===== src/rtl/memory_port_scheduler_pkg.sv =====
// Shared encodings for the cache/main-memory port scheduler: request and status
// codes, scheduler state and grant side.
package memory_port_scheduler_pkg;

    typedef enum logic [1:0] {
        MEM_NOP   = 2'd0,
        MEM_READ  = 2'd1,
        MEM_WRITE = 2'd2
    } mem_req_e;

    typedef enum logic [1:0] {
        MEM_RESTING       = 2'd0,
        MEM_WORKING       = 2'd1,
        MEM_INST_FINISHED = 2'd2,
        MEM_DATA_FINISHED = 2'd3
    } mem_status_e;

    typedef enum logic [1:0] {
        ST_IDLE = 2'd0,
        ST_BUSY = 2'd1,
        ST_DONE = 2'd2
    } sched_state_e;

    typedef enum logic {
        GRANT_INST = 1'b0,
        GRANT_DATA = 1'b1
    } grant_side_e;

    localparam int MASK_W = 4;

endpackage


===== src/rtl/memory_port_scheduler_arbiter.sv =====
// Two-input round-robin grant: on a tie the side that did not win last time wins.
// Purely combinational; the last-grant history lives in the parent.
module mem_rr_arbiter
    import memory_port_scheduler_pkg::*;
(
    input  logic        i_req,
    input  logic        d_req,
    input  grant_side_e last_grant,
    output logic        grant_vld,
    output grant_side_e grant
);

    always_comb begin
        grant_vld = i_req | d_req;
        grant     = GRANT_INST;
        if (d_req && (!i_req || last_grant == GRANT_INST)) begin
            grant = GRANT_DATA;
        end
    end

endmodule


===== src/rtl/memory_port_scheduler.sv =====
// Shares the single main-memory port between the instruction and data caches:
// round-robin grant, fixed-latency transaction, one-cycle FINISHED status.
module memory_port_scheduler
    import memory_port_scheduler_pkg::*;
#(
    parameter int ADDR_WIDTH  = 20,
    parameter int DATA_LEN    = 32,
    parameter int MEM_LATENCY = 2
) (
    input  logic                  clk,
    input  logic                  rstn,
    input  logic [1:0]            i_vis_signal,
    input  logic [ADDR_WIDTH-1:0] i_vis_addr,
    output logic [1:0]            i_mem_status,
    output logic [DATA_LEN-1:0]   i_mem_data,
    input  logic [1:0]            d_vis_signal,
    input  logic [ADDR_WIDTH-1:0] d_vis_addr,
    input  logic [DATA_LEN-1:0]   d_wdata,
    input  logic [MASK_W-1:0]     d_wmask,
    output logic [1:0]            d_mem_status,
    output logic [DATA_LEN-1:0]   d_mem_data,
    output logic                  mem_en,
    output logic                  mem_we,
    output logic [ADDR_WIDTH-1:0] mem_addr,
    output logic [DATA_LEN-1:0]   mem_wdata,
    output logic [MASK_W-1:0]     mem_wmask,
    input  logic [DATA_LEN-1:0]   mem_rdata
);

    localparam int CNT_W = (MEM_LATENCY > 2) ? $clog2(MEM_LATENCY) : 1;
    localparam logic [CNT_W-1:0] CNT_INIT = CNT_W'(MEM_LATENCY - 1);

    sched_state_e          state;
    grant_side_e           last_grant;
    grant_side_e           grant;
    logic                  grant_vld;
    logic [CNT_W-1:0]      cnt;
    logic [DATA_LEN-1:0]   rdata;
    logic                  i_req;
    logic                  d_req;

    assign i_req = (i_vis_signal == MEM_READ);
    assign d_req = (d_vis_signal == MEM_READ) || (d_vis_signal == MEM_WRITE);

    mem_rr_arbiter u_arb (
        .i_req      (i_req),
        .d_req      (d_req),
        .last_grant (last_grant),
        .grant_vld  (grant_vld),
        .grant      (grant)
    );

    always_ff @(posedge clk or negedge rstn) begin
        if (!rstn) begin
            state      <= ST_IDLE;
            last_grant <= GRANT_DATA;
            cnt        <= '0;
            mem_en     <= 1'b0;
            mem_we     <= 1'b0;
            mem_addr   <= '0;
            mem_wdata  <= '0;
            mem_wmask  <= '0;
            rdata      <= '0;
        end else begin
            case (state)
                ST_IDLE: begin
                    if (grant_vld) begin
                        last_grant <= grant;
                        cnt        <= CNT_INIT;
                        mem_en     <= 1'b1;
                        state      <= ST_BUSY;
                        if (grant == GRANT_DATA) begin
                            mem_addr  <= d_vis_addr;
                            mem_we    <= (d_vis_signal == MEM_WRITE);
                            mem_wdata <= d_wdata;
                            mem_wmask <= d_wmask;
                        end else begin
                            mem_addr  <= i_vis_addr;
                            mem_we    <= 1'b0;
                            mem_wdata <= '0;
                            mem_wmask <= '0;
                        end
                    end
                end
                ST_BUSY: begin
                    // mem_* stay frozen; the last BUSY cycle sees the synchronous read data
                    if (cnt != '0) begin
                        cnt <= cnt - 1'b1;
                    end else begin
                        rdata  <= mem_rdata;
                        mem_en <= 1'b0;
                        mem_we <= 1'b0;
                        state  <= ST_DONE;
                    end
                end
                ST_DONE: begin
                    state <= ST_IDLE;
                end
                default: begin
                    state <= ST_IDLE;
                end
            endcase
        end
    end

    // Status is a decode of registered state only, so inputs never reach it combinationally.
    always_comb begin
        i_mem_status = MEM_RESTING;
        d_mem_status = MEM_RESTING;
        if (state == ST_BUSY) begin
            if (last_grant == GRANT_DATA) d_mem_status = MEM_WORKING;
            else                          i_mem_status = MEM_WORKING;
        end else if (state == ST_DONE) begin
            if (last_grant == GRANT_DATA) d_mem_status = MEM_DATA_FINISHED;
            else                          i_mem_status = MEM_INST_FINISHED;
        end
    end

    assign i_mem_data = rdata;
    assign d_mem_data = rdata;

endmodule


===== config.mk =====
export PLATFORM = sky130hd
export DESIGN_NAME = memory_port_scheduler
export DESIGN_NICKNAME = d
export VERILOG_FILES = /design/src/rtl/memory_port_scheduler_pkg.sv /design/src/rtl/memory_port_scheduler_arbiter.sv /design/src/rtl/memory_port_scheduler.sv
export SDC_FILE = /design/constraint.sdc
export NUM_CORES = 1
export LEC_CHECK = 0
export ABC_AREA = 1
export BUFFER_PORTS_ARGS = -buffer_cell sky130_fd_sc_hd__buf_2
export CELL_PAD_IN_SITES_DETAIL_PLACEMENT = 2
export CELL_PAD_IN_SITES_GLOBAL_PLACEMENT = 2
export CORE_MARGIN = 8
export CORE_UTILIZATION = 24
export DETAILED_ROUTE_END_ITERATION = 10
export PLACE_DENSITY_LB_ADDON = 0.1
export SETUP_SLACK_MARGIN = 0.4
export SLEW_MARGIN = 20
export SYNTH_ARGS = -nofsm -noshare
export SYNTH_HDL_FRONTEND = slang
export SYNTH_SLANG_ARGS = --single-unit

===== constraint.sdc =====
create_clock -name clk -period 1.72 [get_ports clk]
set_input_delay 0.172 -clock clk [delete_from_list [all_inputs] [get_ports clk]]
set_output_delay 0.172 -clock clk [all_outputs]
set_load 0.05 [all_outputs]

==> results.ini <==
[run_status]
status = completed

[synthesis]
netlist_area_mm2 = 0.00442
yosysWarnings = 0
synthesis.nets = 647
ys_seq_area_share_pct = 53.2
synthCells = 532
synth_seq_cells = 94
yosysUniqueCellTypes = 19
avgSynthCellArea_um2 = 8.31

[place]
dp_hpwl_um = 13000
io_buffers = 239
gp_congestion = 0.763

[sta]
min_period_over_period_pct = 85.6
skew_ns = 0.00853
setup_tns_ns = 0
finalHoldViolCount = 0
worst_slew_pin_slew_ns = 0.430
timing.slew.headroom_pct = 71.3
rsz0062_at_grt = yes
clock.fmax_mhz = 679
finalCriticalPeriod_ns = 1.47
final-setup-viol-count = 0
maxSlewViolCount = 0

[global_route]
track_usage_pct = 15.2
grt_pass1_vias = 4907
grt-ovfl-total = 0
grt_max_degree = 38
grt_pass1_wl_um = 27100
antenna_found_initial = 4

[clock_network]
cts_sinks = 94
clock_path_buffers = 2
root_buffer = clkbuf_16
cts_made_buffers = 9
clock_latency_ns = 0.34
clkTransAtPathRegs_ns = 0.07
cts_max_level = 3
cts_tree = built

[power_and_ir_drop]
internal-power_w = 0.00742
clkPwrFrac_pct = 13.1
p_comb_share_pct = 63.2
peakVddDrop_mv = 1.39
pwr_density_cell_mw_per_mm2 = 2550
p_sw_w = 0.00939
p_leak_nw = 3.85
swShare_pct = 55.9
seqPwrFrac_pct = 23.7

[final_layout]
n_antenna_cell = 0
nFillCells = 2043
area_delta_synth_final_pct = 49.2
fin_nets = 876
seq_area_mm2 = 0.00235
drive_gt1_share_pct = 44.3
multi_input_area_mm2 = 0.00154
post-route-util_pct = 36.6

[worst_setup_path]
start_kind = flop
required_ns = 1.55
critPathLaunch = state[1]
crit_path_end = d_mem_status[0]
critPathKind = flop to primary output
critPathMaxFanout = 3
worstReg2RegStart = state[1]
r2r_slack_ns = 0.27
worstReg2RegEnd = mem_wdata[3]
worst_setup_path_end_kind = primary output
r2r_cells = 8
arrival_ns = 1.30

[routing]
ant_nets = 0
drt-pass1-iter-count = 4
drc = 0
vias = 4345
drt_first_iter_violations = 169
wl_per_cell_um = 18.6
finalWirelength_um = 18500
routed_via_density = 4.37

[floorplanning]
initial_utilization_pct = 24.5
core-area_mm2 = 0.0180
die-width_um = 152
die_y_um = 152
die_area_mm2 = 0.0230
io_pins = 240
rows = 49

[flow_run]
cap_violations = 0

[hold_path]
min-delay-path-class = input pin to flop

## Yosys cell counts
| cell type | instances | area [µm²] |
|---|---|---|
| buf_6 | 5 | 56.3 |
| buf_4 | 36 | 270 |
| o21ai_1 | 1 | 5.00 |
| clkbuf_1 | 4 | 15.0 |
| inv_1 | 44 | 165 |
| a21oi_2 | 1 | 8.76 |
| dfrtp_1 | 93 | 2330 |
| a21oi_1 | 1 | 5.00 |
| nor2_2 | 1 | 6.26 |
| dfstp_2 | 1 | 26.3 |
| buf_2 | 14 | 70.1 |
| inv_2 | 7 | 26.3 |
| nand3_2 | 21 | 210 |
| nor2_1 | 3 | 11.3 |
| nand2_1 | 235 | 882 |
| nand2_2 | 4 | 25.0 |
| ha_1 | 1 | 12.5 |
| nand3_1 | 58 | 290 |
| o21ai_0 | 2 | 10.0 |
## critical path: stages, from the launching register on
cell	delay [ns]
dfrtp_1	0.42
nor2_2	0.15
inv_2	0.07
a21oi_4	0.14
buf_6	0.18
## flip-flops by register name (all words and copies together), names as in the netlist
signal and cells:
mem_addr 20, last_grant 1, mem_wmask 4, cnt 1, d_mem_data 32, mem_wdata 32
mem_we 1, mem_en 1, state 2
## cells by family after synthesis
group | after synthesis | synth area share, %
AO/OA/AOI/OAI | 5 | 0.650
AND/OR/NAND/NOR | 322 | 32.2
adder cells (fa/ha/maj) | 1 | 0.283
flip-flops | 94 | 53.2
buffers and inverters | 110 | 13.6
## per-layer routing
layer / vias up / share of wire, % / GRT usage, %
met5: - / 0.22 / 0
met4: 8 / 1.1 / 4.31
met3: 23 / 8.1 / 4.81
met2: 148 / 50 / 26.2
met1: 2124 / 40 / 17.9
li1: 2042 / - / -
## cell type report
| class | count | share of cell area (%) |
|---|---|---|
| clock inverters | 5 | 1.27 |
| repair buffers | 277 | 28.7 |
| clock buffers | 10 | 3.62 |
| flip-flops and latches | 94 | 35.7 |
| inverters | 51 | 2.98 |
| multi-input cells | 328 | 23.4 |
| well taps | 229 | 4.34 |
## how the worst min path moves through the flow
stage,start,to,cells past startpoint
after detailed placement,rstn,d_mem_data[27],1
after CTS,mem_rdata[15],d_mem_data[15],3
final,mem_rdata[23],d_mem_data[23],3
after floorplan,rstn,cnt,0
after global placement,rstn,d_mem_data[27],1
after global routing,mem_rdata[15],d_mem_data[15],3
## metrics by stage
stage               cells  instance area (µm²)  hold slack, ns  total power, W  setup WS, ns
floorplan             532                 4430          -0.124          0.0114         0.280
global placement      954                 5680           0.149          0.0134         0.238
detailed placement    954                 5680           0.142          0.0136         0.216
CTS                   983                 6320         0.00635          0.0165         0.226
global route          994                 6600          0.0105          0.0178         0.191
finish                994                 6600          0.0221          0.0168         0.248
## power by group through the flow
| stage | clock network [W] | registers (W) | logic, W |
|---|---|---|---|
| after floorplan | 0 | 0.00733 | 0.00408 |
| after global placement | 0 | 0.00398 | 0.00941 |
| after detailed placement | 0 | 0.00404 | 0.00954 |
| after CTS | 0.00228 | 0.00401 | 0.0102 |
| after global routing | 0.00238 | 0.00414 | 0.0113 |
| final | 0.00220 | 0.00398 | 0.0106 |
## what timing repair did
item,4_1_cts,5_1_grt
setup endpoints to repair,24,97
buffers inserted,8,3
gates cloned,5,8
hold endpoints to repair,26,0
pin swaps,5,6
gates resized for setup,23,26
hold buffers,1,0
## cells in the final DEF, fill, tap and decap left out, drive strengths merged
| cell | synthesis | layout |
|---|---|---|
| dlygate4sd3 | 0 | 1 |
| ha | 1 | 1 |
| nand2 | 239 | 239 |
| a21oi | 2 | 2 |
| dfrtp | 93 | 93 |
| dfstp | 1 | 1 |
| clkinvlp | 0 | 2 |
| bufbuf | 0 | 1 |
| o21ai | 3 | 3 |
| clkinv | 0 | 2 |
| buf | 55 | 269 |
| nand3 | 79 | 79 |
| inv | 51 | 50 |
| clkbuf | 4 | 16 |
| bufinv | 0 | 2 |
| nor2 | 4 | 4 |
Power figures use the tool's default switching activity.
